$ cat src/rtl/iir_ctrl_pkg.sv
// Shared definitions for the IIR filter control slice: sequencer states,
// tap register addresses and the tap word width.
package iir_ctrl_pkg;

    localparam int TAP_W = 35;

    localparam logic [1:0] ADDR_A1 = 2'd0;
    localparam logic [1:0] ADDR_B0 = 2'd1;
    localparam logic [1:0] ADDR_B1 = 2'd2;

    typedef enum logic [1:0] {
        IDLE   = 2'd0,
        PRIME  = 2'd1,
        RUN    = 2'd2,
        WINDUP = 2'd3
    } iir_state_e;

endpackage

$ cat src/rtl/iir_tap_bank.sv
// Double-buffered a1/b0/b1 taps: host writes land in shadow registers and a
// commit strobe copies all three into the active set on a single edge.
module iir_tap_bank
    import iir_ctrl_pkg::*;
(
    input  logic                    clk_in,
    input  logic                    rst_in,
    input  logic                    wr_en_in,
    input  logic [1:0]              wr_addr_in,
    input  logic signed [TAP_W-1:0] wr_data_in,
    input  logic                    commit_in,
    output logic signed [TAP_W-1:0] a1_out,
    output logic signed [TAP_W-1:0] b0_out,
    output logic signed [TAP_W-1:0] b1_out,
    output logic                    pending_out
);

    // Handshake: wr_en_in and commit_in are single-cycle strobes with no
    // back-pressure; every strobe sampled high on a rising edge is accepted.
    logic signed [TAP_W-1:0] sh_a1;
    logic signed [TAP_W-1:0] sh_b0;
    logic signed [TAP_W-1:0] sh_b1;
    logic                    wr_valid;

    assign wr_valid = wr_en_in && (wr_addr_in != 2'd3);

    always_ff @(posedge clk_in or posedge rst_in) begin
        if (rst_in) begin
            sh_a1       <= '0;
            sh_b0       <= '0;
            sh_b1       <= '0;
            a1_out      <= '0;
            b0_out      <= '0;
            b1_out      <= '0;
            pending_out <= 1'b0;
        end else begin
            if (wr_en_in) begin
                case (wr_addr_in)
                    ADDR_A1: sh_a1 <= wr_data_in;
                    ADDR_B0: sh_b0 <= wr_data_in;
                    ADDR_B1: sh_b1 <= wr_data_in;
                    default: ;
                endcase
            end
            // Non-blocking copy means a same-edge write is not seen by the commit.
            if (commit_in) begin
                a1_out <= sh_a1;
                b0_out <= sh_b0;
                b1_out <= sh_b1;
            end
            if (wr_valid) begin
                pending_out <= 1'b1;
            end else if (commit_in) begin
                pending_out <= 1'b0;
            end
        end
    end

endmodule

$ cat src/rtl/iir_tap_sequencer.sv
// Sequences the IIR filter's on input through flush intervals on enable and
// on flushing commits, and forces a timed filter reset when the output rails.
module iir_tap_sequencer
    import iir_ctrl_pkg::*;
#(
    parameter int SIGNAL_OUT_SIZE = 16,
    parameter int FLUSH_CYCLES    = 4,
    parameter int RAIL_LIMIT      = 1024
) (
    input  logic                              clk_in,
    input  logic                              rst_in,
    input  logic                              en_in,
    input  logic                              wr_en_in,
    input  logic [1:0]                        wr_addr_in,
    input  logic signed [TAP_W-1:0]           wr_data_in,
    input  logic                              commit_in,
    input  logic                              flush_on_commit_in,
    input  logic signed [SIGNAL_OUT_SIZE-1:0] filter_out_in,
    output logic signed [TAP_W-1:0]           a1_out,
    output logic signed [TAP_W-1:0]           b0_out,
    output logic signed [TAP_W-1:0]           b1_out,
    output logic                              on_out,
    output logic                              pending_out,
    output logic                              rail_event_out,
    output logic [15:0]                       rail_count_out,
    output iir_state_e                        state_out
);

    localparam int CNT_W = (FLUSH_CYCLES > 1) ? $clog2(FLUSH_CYCLES) : 1;
    localparam logic [CNT_W-1:0] CNT_LOAD = CNT_W'(FLUSH_CYCLES - 1);
    localparam logic [SIGNAL_OUT_SIZE-1:0] RAIL_HI = {1'b0, {(SIGNAL_OUT_SIZE-1){1'b1}}};
    localparam logic [SIGNAL_OUT_SIZE-1:0] RAIL_LO = {1'b1, {(SIGNAL_OUT_SIZE-1){1'b0}}};
    localparam logic [15:0] RUN_LAST = 16'(RAIL_LIMIT - 1);

    iir_state_e       state, state_next;
    logic [CNT_W-1:0] cnt, cnt_next;
    logic [15:0]      run_cnt, run_cnt_next;
    logic             at_rail;
    logic             rail_trig;

    iir_tap_bank u_tap_bank (
        .clk_in      (clk_in),
        .rst_in      (rst_in),
        .wr_en_in    (wr_en_in),
        .wr_addr_in  (wr_addr_in),
        .wr_data_in  (wr_data_in),
        .commit_in   (commit_in),
        .a1_out      (a1_out),
        .b0_out      (b0_out),
        .b1_out      (b1_out),
        .pending_out (pending_out)
    );

    assign state_out = state;
    assign at_rail   = (filter_out_in == RAIL_HI) || (filter_out_in == RAIL_LO);

    always_comb begin
        state_next   = state;
        cnt_next     = cnt;
        rail_trig    = 1'b0;
        run_cnt_next = '0;
        if ((RAIL_LIMIT != 0) && (state == RUN) && en_in && at_rail && (run_cnt == RUN_LAST)) begin
            rail_trig = 1'b1;
        end
        case (state)
            IDLE: begin
                if (en_in) begin
                    state_next = PRIME;
                    cnt_next   = CNT_LOAD;
                end
            end
            PRIME, WINDUP: begin
                // Commits here swap taps but deliberately leave the count alone.
                if (cnt == '0) begin
                    state_next = RUN;
                end else begin
                    cnt_next = cnt - 1'b1;
                end
            end
            RUN: begin
                if (rail_trig) begin
                    state_next = WINDUP;
                    cnt_next   = CNT_LOAD;
                end else if (commit_in && flush_on_commit_in) begin
                    state_next = PRIME;
                    cnt_next   = CNT_LOAD;
                end
            end
            default: state_next = IDLE;
        endcase
        if (!en_in) begin
            state_next = IDLE;
        end
        if ((RAIL_LIMIT != 0) && (state == RUN) && (state_next == RUN) && at_rail) begin
            run_cnt_next = run_cnt + 16'd1;
        end
    end

    always_ff @(posedge clk_in or posedge rst_in) begin
        if (rst_in) begin
            state          <= IDLE;
            cnt            <= '0;
            run_cnt        <= '0;
            on_out         <= 1'b0;
            rail_event_out <= 1'b0;
            rail_count_out <= '0;
        end else begin
            state          <= state_next;
            cnt            <= cnt_next;
            run_cnt        <= run_cnt_next;
            on_out         <= (state_next == RUN);
            rail_event_out <= rail_trig;
            if (rail_trig && (rail_count_out != 16'hFFFF)) begin
                rail_count_out <= rail_count_out + 16'd1;
            end
        end
    end

endmodule

$ cat config.mk
export PLATFORM = sky130hd
export DESIGN_NAME = iir_tap_sequencer
export DESIGN_NICKNAME = d
export VERILOG_FILES = /design/src/rtl/iir_ctrl_pkg.sv /design/src/rtl/iir_tap_bank.sv /design/src/rtl/iir_tap_sequencer.sv
export SDC_FILE = /design/constraint.sdc
export NUM_CORES = 1
export LEC_CHECK = 0
export CAP_MARGIN = 10
export CORE_UTILIZATION = 30
export CTS_CLUSTER_SIZE = 10
export DETAILED_ROUTE_END_ITERATION = 16
export PLACE_DENSITY = 0.63
export SYNTH_ARGS = -nofsm -noshare
export SYNTH_HDL_FRONTEND = slang
export SYNTH_SLANG_ARGS = --single-unit
$ cat constraint.sdc
create_clock -name clk_in -period 9.7 [get_ports clk_in]
set_clock_uncertainty 0.1 [all_clocks]
set_input_delay 2.425 -clock clk_in [delete_from_list [all_inputs] [get_ports clk_in]]
set_output_delay 2.425 -clock clk_in [all_outputs]
set_load 0.05 [all_outputs]
# Yosys cells after proc, flatten, opt, wreduce, memory -nomap -nowiden
# Index checks and enable logic that the tools add are counted.
# Widths: inputs -> output; s select.
# op_classes
addsub	3
n_mul	0
div	0
magnitude_cmp	0
eq_ne	14
shift	0
mux	14
bitwise	0
n_reduce_logical	18
# op_table
cell	n
$add 16x1->16 const B	2
$eq 16x10->1 const B	1
$eq 16x15->1 const B	1
$eq 16x16->1 const B	1
$mux 16	1
$mux 2	8
$ne 16x16->1 const B	1
$pmux 2 s3	2
$eq 2x2->1 const B	4
$logic_and 1x1->1	8
$logic_not 2->1	3
$ne 2x2->1 const B	3
$reduce_and 2->1	3
$eq 2x1->1 const B	2
$mux 1	3
$ne 3x3->1 const B	1
$reduce_and 3->1	1
$reduce_bool 2->1	1
$reduce_or 2->1	1
$sub 2x1->2 const B	1
$logic_or 1x1->1	1
# totals
register_bits	249
latchBits	0
ramBits	0
romBits	0
inputBits	59
elab_cells	62
mem_count	0

# Depth between registers and ports, before layout
# logic_depth
word_depth	12
depth_mapped	7
ltp_nobuf	6

# Hierarchy
# Synthesis repeated with hierarchy kept, for this count alone.
# hier_totals
hier_cells	643
hier_area_um2	9841.9
# modules_own_cells
module	instances	cells_each	area_each_um2	seq_area_each_um2
iir_tap_bank	1	449	7867.5	5280.1
iir_tap_sequencer	1	194	1974.4	950.9

# Worst setup path after synthesis
# No wires, ideal clock.
# synth_timing
path_kind	input to register
from	in en_in
to	reg rail_count_out[1]
setup_ps	125
arrival_ps	3921
required_ps	9475
slack_ps	5554
path_stages	5
n_path_buf	0
cell_sequence	or4b_4 -> nor4_4 -> o2111ai_4 -> nor2_1 -> mux2_2
# synth_between
elab_chain_cells	5
# synth_lines
element	line_no	rtl
start: declaration	iir_tap_sequencer.sv:12	input logic en_in,
$logic_and 1x1->1 (3 in a row)	iir_tap_sequencer.sv:62	if ((RAIL_LIMIT != 0) && (state == RUN) && en_in && at_rail && (run_cnt == RUN_LAST)) begin
$mux 1	iir_tap_sequencer.sv:62	
$logic_and 1x1->1	iir_tap_sequencer.sv:113	if (rail_trig && (rail_count_out != 16'hFFFF)) begin
end signal: assignment	iir_tap_sequencer.sv:114	rail_count_out <= rail_count_out + 16'd1;
end: declaration	iir_tap_sequencer.sv:25	output logic [15:0] rail_count_out,
# No other way between the ends.
# A chain may end at the register's enable or synchronous reset.

# Final worst setup path
# layout_timing
from	reg state[0] (netlist: state_out[0])
to	out state_out[0]
# layout_rtl
element	line_no	rtl
start: declaration	iir_tap_sequencer.sv:35	iir_state_e state, state_next;
start signal: assignment	iir_tap_sequencer.sv:108	state <= state_next;
end: declaration	iir_tap_sequencer.sv:26	output iir_state_e state_out
# No word-level cell between the ends.

==> flow_summary.toml <==
[floorplanning]
core_area_mm2 = 0.0317
initial_core_util_pct = 30.7
fp.dieArea_mm2 = 0.0332
rows = 65
die_w_um = 182
die_h_um = 182
ioPinCount = 185

[clock_network]
clkTransAtPathRegs_ps = 60
ctsResizeCount = 0
postCtsSetupBuffers = 0
root_buffer = "clkbuf_16"
cts_buffer_depth = 3
htree_levels = 1
tritoncts = "built"
cts_buffers = 29
holdBufCountCts = 0
numClockSinks = 249
clock_latency_ps = 540

[timing]
max_freq_ghz = 0.224
rsz0062_at_grt = "false"
fin_tns_setup_ps = 0
layout_min_cycle_time_ps = 4460
setup_viol = 0
worstMarginPinSlew_ps = 960
post-route-period-util_pct = 46.0
hold-worst-slack_ps = 396
hold_violations = 0
slew_viol_final = 0
relSlewSlack_pct = 35.5

[run_status]
run_status = "complete, no violations"

[worst_setup_path]
path_max_fanout = 9
r2r-start = "rail_count_out[0]$_DFFE_PP0P_"
critPathBufInv = 1
required_ps = 7180
r2r-end = "rail_count_out[1]$_DFFE_PP0P_"
worstSetupPathType = "reg2out"
critPathSlowestCell = "clkdlybuf4s50_1"
startpoint = "state_out[0]$_DFF_PP0_"
cp_num_cells = 1
cp.arrival_ps = 1940
critical_path.top_delay_family = "buffers and inverters"
crit_end = "state_out[0]"
critPathLaunchType = "flop"
crit_chain = "clkdlybuf4s50_1"
cp-end-kind = "output port"
rrSetupSlack_ps = 7270
cpPeakStageDelay_ps = 900
r2r_cells = 6

[synth]
synth_seq_cells = 249
synthArstFlopShare_pct = 100
syn_area_per_cell_um2 = 15.2
synth_cell_types = 39
yosysWarnings = 0
synth_edf_count = 0
synth_area_leaders = "dfrtp_1 (64%), mux2_2 (24%), xor2_1 (2.0%)"
synth_top_area_share_pct = 64.0
synth_area_mm2 = 0.00974
yosys.area.top_type = "dfrtp_1"
seq_area_frac_synth_pct = 64.0
synth_cells = 640
ys.flop_type = "dfrtp_1"
syn_nets = 702

[grt]
grt-ovfl-total = 0
gr-usage-met3_pct = 4.07
antenna_found_initial = 0
use_met1_pct = 17.0
gr-usage-all-layers_pct = 13.2
grtUsageMet2_pct = 21.8
grt_pass1_vias = 6165
grt_max_degree = 103
grt_pass1_wl_um = 35000
busiest_layer = "met2"

[power]
power_density_mw_per_mm2 = 246
leakagePower_nw = 5.37
power.total_mw = 3.16
intPower_mw = 2.12
combinationalPowerShare_pct = 28.4
clockPowerShare_pct = 29.4
switchingPower_mw = 1.04
power_frac_seq_pct = 42.2
sw_frac_of_total_pct = 32.9
peakVddDrop_uv = 141

[route]
ant_nets = 0
vias_per_cell = 4.62
wire_per_inst_um = 17.2
drtIter0Drc = 160
firstDrtPassIters = 4
vias = 5761
post-route-drc-count = 0
routed_wl_um = 21400

[placement]
port_buffers = 184
dp_hpwl_um = 13500
place_congestion = 0.753
dp.cells = 1209

[final_layout]
fillerInstances = 2947
syn_to_final_growth_pct = 31.7
multi_input_area_mm2 = 0.00339
layout-drive-gt1-share_pct = 31.4
final-seq-area_mm2 = 0.00623
nets = 900
finalNonFillerCells = 1246
antenna_cells = 0

[job]
maxCapViolCount = 0

[hold_path]
min_path_type = "reg2reg"
-- cells in the mapped netlist, drive strengths merged, types with 3 or more instances --
master / count
ha: 3
nand2: 16
inv: 9
mux2: 211
nand4: 10
clkbuf: 21
dfrtp: 249
nor3: 18
nand3: 9
xor2: 22
xnor2: 8
a21oi: 4
nor3b: 3
o21ai: 3
and3: 4
nor2: 21
nor4: 8
-- registers in the layout, indices dropped and copies added (netlist names) --
register,flops
u_tap_bank.a1_out,35
u_tap_bank.b0_out,35
u_tap_bank.b1_out,35
u_tap_bank.sh_a1,35
u_tap_bank.sh_b0,35
u_tap_bank.sh_b1,35
rail_count_out,16
run_cnt,16
cnt,2
state_out,2
on_out,1
rail_event_out,1
u_tap_bank.pending_out,1
-- per-stage QoR --
stage	utilization, %	area (µm²)	setup WS [ps]
6_report	40.4	12800	5240
5_1_grt	40.4	12800	5120
4_1_cts	40.4	12800	5170
3_5_place_dp	38.0	12000	4830
3_3_place_gp	38.0	12000	4870
2_1_floorplan	-	9740	332
-- power groups by stage --
stage / Sequential [mW] / Clock, mW / Combinational [mW]
2_1_floorplan: 1.71 / 0 / 0.226
3_3_place_gp: 1.35 / 0 / 0.900
3_5_place_dp: 1.35 / 0 / 0.908
4_1_cts: 1.33 / 0.975 / 0.910
5_1_grt: 1.36 / 1.02 / 0.945
6_report: 1.33 / 0.930 / 0.898
-- area by class of cell --
class	count	share of cell area, %
clock inverter	3	0.234
tap	402	3.92
timing repair buffer	190	14.7
multi-input combinational	359	26.4
sequential	249	48.6
inverter	9	0.322
clock buffer	34	5.81
-- per-layer routing --
metal | part of all wire (%) | vias to the layer above
li1 | - | 2653
met4 | 2.0 | 0
met3 | 6.7 | 30
met2 | 48 | 121
met1 | 43 | 2957
met5 | 0 | -
-- logic make-up after synthesis --
group / synth area share [%]
xor gates and xnor gates: 2.70
buffers and inverters: 1.28
muxes: 24.4
and+or+nand+nor: 5.92
adders and majority gates: 0.385
DFF: 64.0
AOI/OAI and AO/OA: 1.34
-- worst min path at each step --
stage / slack (ps) / endpoint / cells after the start / start
finish: 400 / rail_count_out[7]$_DFFE_PP0P_ / 1 / rail_count_out[7]$_DFFE_PP0P_
global route: 410 / u_tap_bank.sh_a1[12]$_DFFE_PP0P_ / 1 / u_tap_bank.sh_a1[12]$_DFFE_PP0P_
CTS: 400 / rail_count_out[7]$_DFFE_PP0P_ / 1 / rail_count_out[7]$_DFFE_PP0P_
detailed placement: 390 / rail_count_out[7]$_DFFE_PP0P_ / 1 / rail_count_out[7]$_DFFE_PP0P_
global placement: 380 / u_tap_bank.b0_out[23]$_DFFE_PP0P_ / 1 / u_tap_bank.sh_b0[23]$_DFFE_PP0P_
floorplan: 370 / run_cnt[0]$_DFF_PP0_ / 1 / run_cnt[0]$_DFF_PP0_
-- cells in the final DEF, fill, tap and decap left out, drive strengths merged, types with 9 or more instances in the layout --
cell,instances
inv,10
dfrtp,249
xor2,22
mux2,211
nand3,9
nand4,10
clkbuf,34
nand2,16
nor2,21
clkdlybuf4s50,183
nor3,18
(Power assumes the default switching activity.)
